**config.mk**
```make
export PLATFORM = sky130hd
export DESIGN_NAME = pcileech_cfgspace_cpl_gen
export DESIGN_NICKNAME = d
export VERILOG_FILES = /design/src/rtl/pcileech_cpl_pkg.sv /design/src/rtl/pcileech_cplgen_fifo.sv /design/src/rtl/pcileech_cfgspace_cpl_gen.sv
export SDC_FILE = /design/constraint.sdc
export NUM_CORES = 1
export LEC_CHECK = 0
export CAP_MARGIN = 20
export CELL_PAD_IN_SITES_DETAIL_PLACEMENT = 2
export CELL_PAD_IN_SITES_GLOBAL_PLACEMENT = 2
export CORE_UTILIZATION = 53
export DETAILED_ROUTE_END_ITERATION = 6
export GPL_TIMING_DRIVEN = 1
export PLACE_DENSITY_LB_ADDON = 0.12
export SLEW_MARGIN = 0
export SYNTH_ARGS = -nofsm -noshare
export SYNTH_HDL_FRONTEND = slang
export SYNTH_SLANG_ARGS = --single-unit
```
**constraint.sdc**
```tcl
create_clock -name clk_pcie -period 12.2 [get_ports clk_pcie]
set_input_delay 1.83 -clock clk_pcie [delete_from_list [all_inputs] [get_ports clk_pcie]]
set_output_delay 1.83 -clock clk_pcie [all_outputs]
set_load 0.005 [all_outputs]
```
**src/rtl/pcileech_cpl_pkg.sv**
```systemverilog
// Shared types and constants for the config-space completion generator.
package pcileech_cpl_pkg;

  typedef enum logic [2:0] {
    ST_IDLE,
    ST_HDR0,
    ST_HDR1,
    ST_HDR2,
    ST_DATA
  } cpl_state_e;

  localparam logic [2:0]  CPL_SC   = 3'b000;
  localparam logic [2:0]  CPL_UR   = 3'b001;

  localparam logic [31:0] DW0_CPLD = 32'h4A00_0001;
  localparam logic [31:0] DW0_CPL  = 32'h0A00_0000;

  localparam logic [1:0]  TP_NONE  = 2'b00;
  localparam logic [1:0]  TP_CFGRD = 2'b01;
  localparam logic [1:0]  TP_CFGWR = 2'b10;
  localparam logic [1:0]  TP_UNSUP = 2'b11;

  typedef struct packed {
    logic [1:0]  tp;
    logic        tlpwr;
    logic [7:0]  tag;
    logic [15:0] reqid;
    logic [31:0] data;
  } cpl_entry_t;

  // Only a supported, non-write request returns a payload dword.
  function automatic logic cpl_has_data(cpl_entry_t e);
    return (e.tp != TP_UNSUP) && !e.tlpwr;
  endfunction

  function automatic logic [31:0] cpl_dw0(cpl_entry_t e);
    return cpl_has_data(e) ? DW0_CPLD : DW0_CPL;
  endfunction

endpackage

```
**src/rtl/pcileech_cplgen_fifo.sv**
```systemverilog
// Show-ahead synchronous FIFO; a write while full is accepted only with a simultaneous read.
module pcileech_cplgen_fifo #(
  parameter int unsigned DEPTH = 16,
  parameter int unsigned WIDTH = 59
) (
  input  logic                       clk_pcie,
  input  logic                       rst_n,
  input  logic                       wr_en,
  input  logic [WIDTH-1:0]           wr_data,
  input  logic                       rd_en,
  output logic [WIDTH-1:0]           rd_data,
  output logic                       full,
  output logic                       empty,
  output logic [$clog2(DEPTH):0]     count
);

  localparam int unsigned AW = $clog2(DEPTH);

  logic [WIDTH-1:0] mem [DEPTH];
  logic [AW:0]      wr_ptr;
  logic [AW:0]      rd_ptr;
  logic             wr_ok;
  logic             rd_ok;

  assign empty   = (wr_ptr == rd_ptr);
  assign full    = (wr_ptr[AW] != rd_ptr[AW]) && (wr_ptr[AW-1:0] == rd_ptr[AW-1:0]);
  assign count   = wr_ptr - rd_ptr;
  assign rd_ok   = rd_en && !empty;
  assign wr_ok   = wr_en && (!full || rd_ok);
  assign rd_data = mem[rd_ptr[AW-1:0]];

  always_ff @(posedge clk_pcie) begin
    if (wr_ok) mem[wr_ptr[AW-1:0]] <= wr_data;
  end

  always_ff @(posedge clk_pcie or negedge rst_n) begin
    if (!rst_n) begin
      wr_ptr <= '0;
      rd_ptr <= '0;
    end else begin
      if (wr_ok) wr_ptr <= wr_ptr + 1'b1;
      if (rd_ok) rd_ptr <= rd_ptr + 1'b1;
    end
  end

endmodule

```
**src/rtl/pcileech_cfgspace_cpl_gen.sv**
```systemverilog
// Buffers config-space read results and streams them out as Cpl/CplD TLPs
// over a 32-bit valid/ready interface.
module pcileech_cfgspace_cpl_gen
  import pcileech_cpl_pkg::*;
#(
  parameter int unsigned DEPTH = 16,
  parameter int unsigned CNT_W = 16
) (
  input  logic             clk_pcie,
  input  logic             rst_n,
  input  logic [1:0]       rd_tp,
  input  logic             rd_tlpwr,
  input  logic [7:0]       rd_tag,
  input  logic [15:0]      rd_reqid,
  input  logic [31:0]      rd_data,
  input  logic [7:0]       pcie_bus_number,
  input  logic [4:0]       pcie_device_number,
  input  logic [2:0]       pcie_function_number,
  output logic             cpl_ready,
  output logic [31:0]      tx_tdata,
  output logic             tx_tvalid,
  output logic             tx_tlast,
  input  logic             tx_tready,
  output logic [CNT_W-1:0] cpl_count,
  output logic [7:0]       drop_count,
  output logic             overflow
);

  localparam int unsigned AW = $clog2(DEPTH);

  cpl_entry_t  push_entry;
  cpl_entry_t  head;
  cpl_entry_t  hold;
  logic        push;
  logic        push_ok;
  logic        pop;
  logic        drop;
  logic        fifo_full;
  logic        fifo_empty;
  logic [AW:0] fifo_count;
  logic [AW:0] occ_next;

  cpl_state_e  state;
  cpl_state_e  state_n;
  logic        hs;
  logic        done;
  logic [31:0] tdata_n;
  logic        tvalid_n;
  logic        tlast_n;
  logic [31:0] dw1;
  logic [31:0] dw2;
  logic [2:0]  status;

  assign push       = (rd_tp != TP_NONE);
  assign push_entry = '{tp: rd_tp, tlpwr: rd_tlpwr, tag: rd_tag, reqid: rd_reqid, data: rd_data};
  assign push_ok    = push && (!fifo_full || pop);
  assign drop       = push && fifo_full && !pop;
  assign occ_next   = fifo_count + {{AW{1'b0}}, push_ok} - {{AW{1'b0}}, pop};

  pcileech_cplgen_fifo #(
    .DEPTH (DEPTH),
    .WIDTH ($bits(cpl_entry_t))
  ) u_fifo (
    .clk_pcie (clk_pcie),
    .rst_n    (rst_n),
    .wr_en    (push),
    .wr_data  (push_entry),
    .rd_en    (pop),
    .rd_data  (head),
    .full     (fifo_full),
    .empty    (fifo_empty),
    .count    (fifo_count)
  );

  assign status = (hold.tp == TP_UNSUP) ? CPL_UR : CPL_SC;
  assign dw1    = {pcie_bus_number, pcie_device_number, pcie_function_number,
                   status, 1'b0, 12'd4};
  assign dw2    = {hold.reqid, hold.tag, 1'b0, 7'd0};
  assign hs     = tx_tvalid && tx_tready;

  always_comb begin
    state_n  = state;
    pop      = 1'b0;
    done     = 1'b0;
    tdata_n  = tx_tdata;
    tvalid_n = tx_tvalid;
    tlast_n  = tx_tlast;
    case (state)
      ST_IDLE: begin
        if (!fifo_empty) begin
          pop     = 1'b1;
          state_n = ST_HDR0;
        end
      end
      // Entered from IDLE with nothing presented yet: load DW0 first.
      ST_HDR0: begin
        if (!tx_tvalid) begin
          tdata_n  = cpl_dw0(hold);
          tvalid_n = 1'b1;
          tlast_n  = 1'b0;
        end else if (tx_tready) begin
          state_n = ST_HDR1;
          tdata_n = dw1;
        end
      end
      ST_HDR1: begin
        if (hs) begin
          state_n = ST_HDR2;
          tdata_n = dw2;
          tlast_n = !cpl_has_data(hold);
        end
      end
      ST_HDR2: begin
        if (hs) begin
          if (cpl_has_data(hold)) begin
            state_n = ST_DATA;
            tdata_n = hold.data;
            tlast_n = 1'b1;
          end else begin
            done = 1'b1;
          end
        end
      end
      ST_DATA: begin
        if (hs) done = 1'b1;
      end
      default: state_n = ST_IDLE;
    endcase

    // Back-to-back: DW0 of the next entry comes straight from the FIFO head.
    if (done) begin
      if (!fifo_empty) begin
        pop      = 1'b1;
        state_n  = ST_HDR0;
        tdata_n  = cpl_dw0(head);
        tvalid_n = 1'b1;
        tlast_n  = 1'b0;
      end else begin
        state_n  = ST_IDLE;
        tdata_n  = '0;
        tvalid_n = 1'b0;
        tlast_n  = 1'b0;
      end
    end
  end

  always_ff @(posedge clk_pcie or negedge rst_n) begin
    if (!rst_n) begin
      state      <= ST_IDLE;
      hold       <= '0;
      tx_tdata   <= '0;
      tx_tvalid  <= 1'b0;
      tx_tlast   <= 1'b0;
      cpl_ready  <= 1'b1;
      cpl_count  <= '0;
      drop_count <= '0;
      overflow   <= 1'b0;
    end else begin
      state     <= state_n;
      tx_tdata  <= tdata_n;
      tx_tvalid <= tvalid_n;
      tx_tlast  <= tlast_n;
      cpl_ready <= (occ_next <= (AW + 1)'(DEPTH - 2));
      if (pop) hold <= head;
      if (done) cpl_count <= cpl_count + CNT_W'(1);
      if (drop) begin
        overflow <= 1'b1;
        if (drop_count != 8'hFF) drop_count <= drop_count + 8'd1;
      end
    end
  end

endmodule
```
### Yosys cells after proc, flatten, opt, wreduce, memory -nomap -nowiden

Memory sizes are Yosys's and may differ from the RTL's.
Cells that the tools add are included.
W data, S select, Z words.

| storage, ports and cells | value |
|---|---|
| input port bits | 78 |
| memory bits (read-only) | 0 |
| output and inout port bits | 60 |
| memories kept | 1 |
| latch bits | 0 |
| RAM bits | 944 |
| flip-flop bits (word level) | 132 |
| word-level logic and storage cells | 107 |

| operators by class | value |
|---|---|
| order comparisons | 1 |
| equality and inequality tests | 20 |
| shift operators | 0 |
| $add $sub $neg | 7 |
| multiplexer cells | 38 |
| multipliers | 0 |
| bitwise gates (word level) | 0 |
| divide/modulo/power cells | 0 |
| reductions and logical operators | 25 |

Memory list:

| memory | depth | width | read ports | clocked after memory_dff | write ports | RTL line | source |
|---|---|---|---|---|---|---|---|
| u_fifo.mem | 16 | 59 | 1 | 0 | 1 | pcileech_cplgen_fifo.sv:19 | `logic [WIDTH-1:0] mem [DEPTH];` |

Operators by type and width:

| operator | count |
|---|---|
| $mux W32 | 6 |
| $pmux W32 S3 | 1 |
| $mux W31 | 3 |
| $mux W3 | 7 |
| $ne A3 B3 Y1 const B | 7 |
| $mux W1 | 18 |
| $add A16 B1 Y16 const B | 1 |
| $pmux W3 S5 | 1 |
| $add A5 B1 Y5 const B | 2 |
| $reduce_and A5 Y1 | 2 |
| $logic_and A1 B1 Y1 | 9 |
| $add A8 B1 Y8 const B | 1 |
| $ne A8 B8 Y1 const B | 1 |
| $reduce_and A7 Y1 | 1 |
| $eq A3 B2 Y1 const B | 2 |
| $logic_not A1 Y1 | 6 |
| $ne A2 B2 Y1 const B | 3 |
| $add A5 B1 Y5 | 1 |
| $eq A5 B5 Y1 | 1 |
| $le A5 B4 Y1 const B | 1 |
| $sub A5 B1 Y5 | 1 |
| $sub A5 B5 Y5 | 1 |
| $eq A4 B4 Y1 | 1 |
| $ne A4 B4 Y1 const B | 1 |
| other kinds (11) | 13 |

### Depth between registers and ports, before layout

| depth | value |
|---|---|
| word-level depth | 11 |
| gate-level depth with buffers | 17 |
| depth with buffers taken out | 15 |

### Cells and area by module

Synthesis repeated with hierarchy kept, for this count alone.

| unflattened totals | value |
|---|---|
| cells, all modules | 2245 |
| area total of the unflattened synthesis | 42326.8 sq um |

By module, submodules not included:

| module | seq. area each (sq um) | instances | area each (sq um) | cells each |
|---|---|---|---|---|
| pcileech_cplgen_fifo | 28597.4 | 1 | 36662.7 | 1652 |
| pcileech_cfgspace_cpl_gen | 3054.2 | 1 | 5664.2 | 593 |

### Worst setup path before layout

OpenSTA, ideal clock, no wires.

| path | value |
|---|---|
| kind | input -> register |
| start | in tx_tready |
| end | mem u_fifo.mem[3][0] (enable) |
| required time | 11.652 ns |
| buffers on the path | 0 |
| arrival | 6.533 ns |
| setup slack | 5.119 ns |
| stages on the path | 4 |
| setup time | 0.548 ns |
| cells stage by stage | nand2_1 -> o211ai_1 -> nand3_1 -> nor3_1 |

| between the ends | value |
|---|---|
| word-level cells in the longest chain between the ends | 9 |
| elaborated cells on any way between the ends | 10 |
| classes of those cells | 6 x mux; 4 x reduce/logical |

RTL lines:

| what | RTL line | source |
|---|---|---|
| from (decl) | pcileech_cfgspace_cpl_gen.sv:23 | `input logic tx_tready,` |
| $logic_and A1 B1 Y1 * | pcileech_cfgspace_cpl_gen.sv:79 | `assign hs = tx_tvalid && tx_tready;` |
| $mux W1 (on tied branches) | pcileech_cfgspace_cpl_gen.sv:125, pcileech_cfgspace_cpl_gen.sv:114 |  |
| $pmux W1 S2 * | pcileech_cfgspace_cpl_gen.sv:88 | `case (state)` |
| $mux W1 * | pcileech_cfgspace_cpl_gen.sv:131 | `if (done) begin` |
| $logic_and A1 B1 Y1 * | pcileech_cplgen_fifo.sv:28 | `assign rd_ok = rd_en && !empty;` |
| $logic_or A1 B1 Y1 * | pcileech_cplgen_fifo.sv:29 | `assign wr_ok = wr_en && (!full \|\| rd_ok);` |
| $logic_and A1 B1 Y1 * | pcileech_cplgen_fifo.sv:29 |  |
| $mux W1 * | pcileech_cplgen_fifo.sv:33 | `if (wr_ok) mem[wr_ptr[AW-1:0]] <= wr_data;` |
| $mux W1 (not written as such) * | pcileech_cplgen_fifo.sv:33 |  |
| to (decl) | pcileech_cplgen_fifo.sv:19 |  |

Mark *: on every way between the ends. The rest lies on a longest branch, timed or not.

### Final worst setup path

| path | value |
|---|---|
| start | in tx_tready |
| end | mem u_fifo.mem[11][18] (enable) |

The elaborated chain is that of the path after synthesis.

==> impl_metrics.yaml <==
logic_synthesis:
  synth.area.top_cells: "edfxtp_1 (68%), mux4_2 (16%), dfrtp_1 (7.9%), mux2_2 (1.6%), mux2i_1 (0.70%)"
  netlist_area_um2: 41600
  synth_common_cells: "edfxtp_1 (944), mux4_2 (292), dfrtp_1 (131)"
  ys_seq_area_share_pct: 76.0
  post-synth-top-count-cell: "edfxtp_1"
  synth_top_area_share_pct: 68.1
  synth_seq_cells: 1076
  yosysWarnings: 0
  synthCells: 1848
  synth.distinct_cells: 59
  yosysTopAreaCell: "edfxtp_1"
  async_flop_share_pct: 12.3
  synth_fp_nets: 1943
  synth-edff-count: 944
  syn_area_per_cell_um2: 22.5
  synth_flop_cell: "edfxtp_1"
setup_path:
  critPathArrivalTime_ns: 5.53
  worstSetupStartpointType: "input port"
  r2r-start: "u_fifo.rd_ptr[2]"
  rrSetupSlack_ns: 7.37
  worstPathMaxFanout: 41
  end_kind: "flop"
  crit_required_ns: 12.50
  worstSetupPathType: "input port to flop"
  r2r_end: "cpl_ready"
  ff2ff_path_depth: 12
clocking:
  clk_path_buf_depth: 3
  clk_pin_slew_ns: 0.06
  cts_hold_buf: 0
  clk_latency_ns: 0.70
  root_buffer: "clkbuf_16"
  cts_tree: "yes"
  post_cts_resized: 0
  post_cts_buffers: 0
  htree_levels: 3
  numCtsBuffers: 108
  clock_sinks: 1076
die:
  die_area_um2: 79700
  rows: 102
  die_w_um: 282
  initial_utilization_pct: 53.7
  top_level_ports: 138
  fp.dieH_um: 282
  core_area_um2: 77600
outcome:
  outcome: "completed"
cells_and_area:
  fillCellCount: 6041
  final_cells: 3181
  stdcell_area_um2: 48000
  finalNetCount: 2138
  final_core_util_pct: 61.9
  syn2layout_area_growth_pct: 15.3
  drive_gt1_share_pct: 27.7
sta:
  whs_ns: 0.481
  hold_violations: 0
  fin_setup_tns_ns: 0
  max_freq_mhz: 191
  slew_headroom_pct: 23.0
  fin_worst_skew_ns: 0.0291
  layout_min_cycle_time_ns: 5.23
  rsz0062_at_grt: "no"
  setup_viol: 0
  slew_violations: 0
  fin_crit_sh_pct: 42.9
  worst_pin_slew_ns: 1.16
min_path:
  worstHoldPathCells: 1
  hold_end: "cpl_count[15]"
  min_from: "cpl_count[15]"
  hold_path_class: "flop to flop"
pwr:
  swShare_pct: 33.9
  seqPwrFrac_pct: 41.0
  p_sw_mw: 4.36
  p_clk_share_pct: 28.1
  ir_drop_v: 0.000170
  pwr-share-comb_pct: 30.9
  leakage_nw: 15.9
  powerDensity_nw_per_um2: 268
  intPower_mw: 8.50
global_routing:
  overflow: 0
  grt_pass1_wl_um: 196000
  grt_pass1_vias: 23628
  grt_max_degree: 143
  antenna_found_initial: 11
  gr-usage-all-layers_pct: 36.4
routing:
  drt_iter0_markers: 2833
  drt-wirelength-per-cell_um: 44.2
  ant_nets: 0
  avgViaCountPerCell: 6.91
  first_pass_iters: 6
  route.detailed.drc: 0
  postRouteWirelength_um: 141000
  routed-via-count: 21982
placement:
  dp_cells: 2970
  placed_area_um2: 44300
  place.gp.congestion: 0.754
  hpwl_um: 70800
  port_buffers: 137
job:
  cap_violations: 0
[layout make-up]
cell class	instances	area (µm²)	area share (%)
Sequential cell	1076	31700	65.9
Clock inverter	57	732	1.52
Inverter	20	75.1	0.156
Clock buffer	147	2950	6.14
Timing Repair Buffer	179	1740	3.62
Antenna cell	4	10.0	0.0208
Tap cell	1040	1300	2.71
Multi-Input combinational cell	658	9550	19.9
[cell families after synthesis]
logic type / Yosys count / synth area share [%]
and+or+nand+nor: 139 / 1.76
adders and majority gates: 17 / 0.565
muxes: 384 / 18.2
AOI/OAI and AO/OA: 81 / 1.36
xor gates and xnor gates: 37 / 0.778
DFF: 1076 / 76.0
buffers and inverters: 114 / 1.33
[worst max-delay path: stages]
cell	delay [ns]
clkdlybuf4s50_1	0.53
nand2_1	0.30
o211ai_1	0.55
nand3_1	0.44
nor2_4	0.89
buf_4	0.94
[power groups by stage]
stage / clock, mW / combinational, mW / sequential [mW]
CTS: 3.60 / 3.93 / 5.26
global route: 3.73 / 4.11 / 5.31
floorplan: 0 / 2.55 / 4.98
global placement: 0 / 3.53 / 5.17
finish: 3.61 / 3.97 / 5.28
detailed placement: 0 / 3.74 / 5.27
[metrics by stage]
stage / worst slack (ns) / power [mW]
final: 6.97 / 12.9
after global routing: 6.96 / 13.1
after floorplan: 5.12 / 7.53
after detailed placement: 6.43 / 9.01
after CTS: 7.06 / 12.8
after global placement: 6.81 / 8.69
[state kept, by name, indices dropped and copies added (netlist names)]
register and count:
drop_count 8, state 3, overflow 1, dw2 24, u_fifo.rd_ptr 5, tx_tdata 32, u_fifo.mem 944, cpl_count 16
tx_tlast 1, cpl_ready 1, hold 35, u_fifo.wr_ptr 5, tx_tvalid 1
[how the worst max path moves through the flow]
| stage | startpoint | end | slack (ns) | cells after the start |
|---|---|---|---|---|
| final | tx_tready | u_fifo.mem[11][18] | 6.97 | 6 |
| after global routing | tx_tready | u_fifo.mem[11][18] | 6.96 | 6 |
| after CTS | tx_tready | u_fifo.mem[14][13] | 7.06 | 6 |
| after detailed placement | tx_tready | u_fifo.mem[14][19] | 6.43 | 6 |
| after global placement | tx_tready | u_fifo.mem[14][16] | 6.81 | 6 |
| after floorplan | tx_tready | u_fifo.mem[3][0] | 5.12 | 4 |
[routing by layer]
layer	global-route usage (%)	share of wire (%)	vias up	wire, µm
met5	0	0.047	-	66
met4	13.7	3.9	8	5490
met3	5.55	7.2	304	10100
met2	62.5	52	1441	73200
met1	47.2	37	12114	51900
li1	-	-	8115	-
[placed cells by master (no fill, tap or decap), drive strengths merged, types with 3 or more instances in the layout]
cell type / instances
nand2: 36
nor2: 25
o21ai: 31
nor4b: 3
mux2: 63
nand3: 31
xor2: 20
or3: 3
a211oi: 3
mux2i: 29
and3: 4
bufinv: 15
a21oi: 6
clkdlybuf4s50: 136
edfxtp: 944
nand4: 7
a31oi: 6
mux4: 292
a22o: 21
fa: 3
ha: 14
xnor2: 17
inv: 23
clkbuf: 148
diode: 4
clkinvlp: 5
nand2b: 4
buf: 42
nor3: 12
nor3b: 3
clkinv: 34
dfrtp: 131
(Power assumes the default switching activity.)
